$ cat src/rtl/debounce_edge_detect.sv
// ---------------------------------------------------------------------------
// debounce_edge_detect
//
// Purpose: per-channel synchroniser + debouncer + edge pulser with a sticky,
// software-clearable event flag. Sits between board-level inputs (buttons,
// switches, strobes) and core/MMIO logic. Every output is registered.
//
// Parameters:
//   CHANNELS        number of independent channels (>=1)
//   SYNC_STAGES     synchroniser flops per channel (>=2)
//   DEBOUNCE_CYCLES consecutive cycles a changed input must hold (>=1)
//   EDGE_MODE       0=rising, 1=falling, 2/3=both edges
//
// Ports:
//   clk        in   system clock, all logic on posedge
//   rst        in   synchronous active-high reset, highest priority
//   raw_in     in   asynchronous raw inputs
//   en         in   per-channel enable for pulse / event_flag
//   clr        in   per-channel sticky-flag clear (a same-cycle set wins)
//   level      out  debounced, synchronised level
//   pulse      out  one-cycle pulse on each accepted selected edge,
//                   asserted in the same cycle level shows its new value
//   event_flag out  sticky "selected edge occurred" flag
//   any_event  out  OR of event_flag, lagging it by one cycle
//
// There is no valid/ready handshake: every output is a registered level that
// is meaningful on every cycle.
// ---------------------------------------------------------------------------
module debounce_edge_detect #(
    parameter int CHANNELS        = 4,
    parameter int SYNC_STAGES     = 2,
    parameter int DEBOUNCE_CYCLES = 16,
    parameter int EDGE_MODE       = 0
) (
    input  logic                clk,
    input  logic                rst,
    input  logic [CHANNELS-1:0] raw_in,
    input  logic [CHANNELS-1:0] en,
    input  logic [CHANNELS-1:0] clr,
    output logic [CHANNELS-1:0] level,
    output logic [CHANNELS-1:0] pulse,
    output logic [CHANNELS-1:0] event_flag,
    output logic                any_event
);

    localparam int            CW       = $clog2(DEBOUNCE_CYCLES + 1);
    localparam logic [CW-1:0] CNT_LAST = CW'(DEBOUNCE_CYCLES - 1);

    logic [SYNC_STAGES-1:0][CHANNELS-1:0] sync_q;
    logic [CHANNELS-1:0]                  sync_s;
    logic [CHANNELS-1:0][CW-1:0]          cnt_q;
    logic [CHANNELS-1:0][CW-1:0]          cnt_d;
    logic [CHANNELS-1:0]                  level_q;
    logic [CHANNELS-1:0]                  level_d;
    logic [CHANNELS-1:0]                  rise;
    logic [CHANNELS-1:0]                  fall;
    logic [CHANNELS-1:0]                  sel;
    logic [CHANNELS-1:0]                  pulse_q;
    logic [CHANNELS-1:0]                  pulse_d;
    logic [CHANNELS-1:0]                  flag_q;
    logic [CHANNELS-1:0]                  flag_d;
    logic                                 any_q;

    // Synchroniser chain: stage 0 samples the asynchronous input.
    always_ff @(posedge clk) begin
        if (rst) begin
            sync_q <= '0;
        end else begin
            sync_q[0] <= raw_in;
            for (int k = 1; k < SYNC_STAGES; k++) begin
                sync_q[k] <= sync_q[k-1];
            end
        end
    end

    assign sync_s = sync_q[SYNC_STAGES-1];

    // Debounce: count consecutive cycles the synchronised input disagrees
    // with the accepted level; accept on the DEBOUNCE_CYCLES-th disagreement.
    // Any agreement restarts the count, so short glitches are discarded.
    always_comb begin
        cnt_d   = cnt_q;
        level_d = level_q;
        for (int i = 0; i < CHANNELS; i++) begin
            if (sync_s[i] == level_q[i]) begin
                cnt_d[i] = '0;
            end else if (cnt_q[i] == CNT_LAST) begin
                level_d[i] = sync_s[i];
                cnt_d[i]   = '0;
            end else begin
                cnt_d[i] = cnt_q[i] + CW'(1);
            end
        end
    end

    // Edges are decoded from the level transition happening at this edge, so
    // pulse lines up with the cycle in which level first shows the new value.
    assign rise = level_d & ~level_q;
    assign fall = ~level_d & level_q;

    always_comb begin
        sel = rise | fall;
        case (EDGE_MODE)
            0:       sel = rise;
            1:       sel = fall;
            default: sel = rise | fall;
        endcase
    end

    assign pulse_d = sel & en;
    // Set dominates clear when both happen in the same cycle.
    assign flag_d  = (flag_q & ~clr) | pulse_d;

    always_ff @(posedge clk) begin
        if (rst) begin
            cnt_q   <= '0;
            level_q <= '0;
            pulse_q <= '0;
            flag_q  <= '0;
            any_q   <= 1'b0;
        end else begin
            cnt_q   <= cnt_d;
            level_q <= level_d;
            pulse_q <= pulse_d;
            flag_q  <= flag_d;
            any_q   <= |flag_q;
        end
    end

    assign level      = level_q;
    assign pulse      = pulse_q;
    assign event_flag = flag_q;
    assign any_event  = any_q;

endmodule

$ cat config.mk
export PLATFORM = sky130hd
export DESIGN_NAME = debounce_edge_detect
export DESIGN_NICKNAME = d
export VERILOG_FILES = /design/src/rtl/debounce_edge_detect.sv
export SDC_FILE = /design/constraint.sdc
export NUM_CORES = 1
export LEC_CHECK = 0
export ABC_AREA = 1
export CAP_MARGIN = 20
export CELL_PAD_IN_SITES_DETAIL_PLACEMENT = 1
export CELL_PAD_IN_SITES_GLOBAL_PLACEMENT = 1
export CORE_MARGIN = 2
export CORE_UTILIZATION = 42
export CTS_BUF_LIST = sky130_fd_sc_hd__clkbuf_2
export DETAILED_ROUTE_END_ITERATION = 10
export PLACE_DENSITY_LB_ADDON = 0.12
export RECOVER_POWER = 50
export REMOVE_ABC_BUFFERS = 1
export SYNTH_ARGS = -nofsm -noshare
export SYNTH_HDL_FRONTEND = slang
export SYNTH_SLANG_ARGS = --single-unit
$ cat constraint.sdc
create_clock -name clk -period 2.4 [get_ports clk]
set_input_delay 0.24 -clock clk [delete_from_list [all_inputs] [get_ports clk]]
set_output_delay 0.24 -clock clk [all_outputs]
set_load 0.03 [all_outputs]
# Yosys cells after proc, flatten, opt, wreduce, memory -nomap -nowiden
# Cells that the tools add are included.
# Widths: inputs -> output; s select.
# totals
wordCells,41
ff_bits,41
out_inout_bits,13
inputBits,14
# classes
n_bitwise,6
n_addsub,4
n_eq_ne,8
reduce_logical,5
n_mux,8
# ops
cell,n
$add 5x1->5 const B,4
$eq 5x4->1 const B,4
$and 4x4->4,3
$reduce_or 3->1,4
$mux 1,8
$not 4->4,2
$eq 1x1->1,4
$or 4x4->4,1
$reduce_or 4->1,1

# Longest topological paths before layout
# depth
depth_word,6
mapped_depth,7
ltp_nobuf,7

# Worst setup path after synthesis
# No wires, ideal clock.
# synth_timing
kind,flip-flop to flip-flop
startpoint,reg cnt_q[5] in the netlist's numbering
endpoint,reg cnt_q[8] in the netlist's numbering
setup_slack_ps,1153
period_less_slack_ps,1247
t_required_ps,2330
setup_ps,70
path_stages_with_launch,8
arrival_ps,1177
n_path_buf,0
path_cell_list,dfxtp_1 -> ha_1 -> nand2_1 -> nor2_1 -> ha_1 -> nor2_1 -> nand3_1 -> a21oi_1
# synth_via
elab_chain_len,2
elab_cells_between_ends,3
classes_between,add/sub: 1; eq/ne: 1; reduce/logical: 1
# synth_rtl
item,line,rtl
"start, declared",51,logic [CHANNELS-1:0][CW-1:0] cnt_q;
"start signal, assigned",122,cnt_q <= cnt_d;
"parallel branches: the longest is 2 deep, another holds $add 5x1->5",n/a,
# Parallel ways; which one is timed is not known.
# A chain may end at the register's enable or synchronous reset.

# Worst setup path after layout
# layout_timing
startpoint,reg level_q[1] (netlist: level[1])
endpoint,out level[1]
# layout_rtl
item,line,rtl
"start, declared",53,logic [CHANNELS-1:0] level_q;
"start signal, assigned",123,level_q <= level_d;
"end, declared",40,"output logic [CHANNELS-1:0] level,"
# No word-level cell between the ends.

==> run metrics <==
Worst Hold Class=in2reg; Rows=21; # port buffers=26; final setup skew=7.746 ps; first-pass GRT wire length=5651 um; Final Non-Filler Cells=257; Worst path slowest cell=clkdlybuf4s50_1; via count=1211; VDD IR max=0.2806 mV; DRT antenna net count=0; buffers plus inverters on the worst setup path=1; top-level I/O count=27; Req. time, crit path=2160 ps; worst path cell trace=clkdlybuf4s50_1; fin crit period=1764 ps; die width=63.74 um; Post-DP HPWL=2336 um; clock latency on the worst-skew pair=380 ps; syn avg cell area=8.421 sq um; Final period util=0.7349; Setup crit end kind=output port; global route total overflow=0; Worst EP arrival=1520 ps; cts hold-fix bufs=0; most frequent cells in the layout=dfxtp_1 (41), nor2_1 (37), inv_1 (33), clkdlybuf4s50_1 (25), nand2_1 (19); root buf cell=clkbuf_2; Synth top area share=0.5476; largest net degree at the start of global routing=15; post-synthesis sequential area ratio=0.5476; layout cells sized above 1=0.03318; critical path class=reg2out; delay-heaviest family, CP=buffers and inverters; total core area=3390 sq um; Num CTS Buffers=5; Via-to-Cell Ratio=4.712; reg2reg start=cnt_q[5]; Worst Path Max Fanout=4; most common cell after layout, fill and taps aside=dfxtp_1; final WL=2990 um; Synth area leader=dfxtp_1; synthesis-stage register bit count=41; # diodes=0; multi-input logic area=529.3 sq um; post-DR wirelength/cell=11.63 um; CTS sink count=41; Worst R2R End=cnt_q[8]; antenna violations before repair=0; CP startpoint kind=register; Ys Warns=0; gr usage total=0.1778; Syn-to-layout area delta=22.29%; Reg area=820.8 sq um; GPL Wtd Cong=0.7470; Tightest Pin Transition=477.3 ps; max_slew headroom=0.6808; Final Setup Violations=0; die height=63.74 um; Hold EP=sync_q[2]; P_leak=0.7093 nW; vias in the first global route=1303; hold path depth=3; min-delay src=raw_in[2]; Synth cell types=15; pwr dens=555.3 nW/um^2; RSZ-0062 raised after global routing=false; # DRC=0; synthesized cell area=1499 sq um; nets=232; Max Fclk=567.0 MHz; Hold Fails Final Rpt=0; Fillers=409; TNS Setup=0 ps; Area contributors post-synth=dfxtp_1 (55%), nor2_1 (9.3%), inv_1 (8.3%); DIE AREA=4063 sq um; Initial Utilization=0.4422; count of maximum capacitance violations=0; Slew Limit Fails=0; Cells after Synth=178; DR iter-0 viols=28; post-cts gate resize count=0; r2r setup slk=890 ps; clock buffer depth=2; post-CTS setup buffers=0; total iterations of the first detailed-routing run=4; Worst-path clk slew=200 ps; Placed Cells=249; Worst Reg2Reg Path Length in Cells=7; status=completed; TritonCTS clock tree=done; largest stage delay on the critical path=710 ps; CTS H-tree lvls=2
-- metrics by stage --
stage | cell area [sq um] | worst slack (ps) | hold slack (ps) | power [mW] | utilization
finish | 1833 | 636.3 | 346.3 | 1.018 | 0.5408
global route | 1833 | 522.0 | 315.2 | 1.076 | 0.5408
CTS | 1837 | 609.4 | 324.0 | 1.029 | 0.5419
detailed placement | 1799 | 756.4 | 400.0 | 0.7540 | 0.5308
global placement | 1799 | 786.8 | 391.6 | 0.7516 | 0.5308
floorplan | 1474 | 1153 | 309.1 | 0.7212 | -
-- registers in the layout (all words and copies together), names as in the netlist --
name	flops
event_flag	4
sync_q	4
sync_s	4
pulse	4
level	4
cnt_q	20
any_event	1
-- synthesized netlist by cell type, drive strengths merged --
cell type / n
a211oi: 1
a21oi: 14
buf: 1
clkbuf: 1
dfxtp: 41
ha: 8
inv: 33
nand2: 19
nand3: 6
nand4: 8
nor2: 37
nor3: 1
o21ai: 3
or2: 1
xnor2: 4
-- routing by layer --
| metal | GRT usage | wire, um | up-vias |
|---|---|---|---|
| li1 | - | - | 619 |
| met1 | 0.2072 | 1325 | 562 |
| met2 | 0.3026 | 1459 | 25 |
| met3 | 0.06162 | 159 | 5 |
| met4 | 0.06250 | 45 | 0 |
| met5 | 0 | 0 | - |
-- layout make-up --
class,instances,share of cell area
flip-flops and latches,41,0.4478
clock inverters,3,0.006826
clock buffers,5,0.01365
well taps,46,0.03140
multi-input cells,102,0.2887
inverters,33,0.06758
repair buffers,27,0.1440
-- worst max path at each step --
stage                     startpoint  cells past startpoint  endpoint  slack (ps)
after floorplan             cnt_q[5]                      7  cnt_q[8]        1150
after global placement           rst                      5  cnt_q[2]         790
after detailed placement         rst                      5  cnt_q[1]         760
after CTS                   level[1]                      1  level[1]         610
after global routing        level[3]                      1  level[3]         520
final                       level[1]                      1  level[1]         640
-- report_power, final --
group	internal, mW	total, mW	switching [mW]	leakage, nW
sequential	0.690	0.695	0.00510	0.332
clock	0.0639	0.279	0.215	0.0278
combinational	0.0242	0.0435	0.0194	0.349
-- worst min-delay path: cells and delay by family --
kind / cells / cell delay [ps]
simple gates: 1 / 30
buf+inv: 2 / 450
-- logic make-up (layout without fill, tap and decap cells) --
logic type      Yosys count  after routing  share of synthesized area
simple gates             72             72                     0.2012
flops                    41             41                     0.5476
buf+inv                  35             68                    0.09933
compound gates           18             18                    0.06177
fa+ha+maj                 8              8                    0.06678
xor+xnor                  4              4                    0.02337
Power figures use the tool's default switching activity.
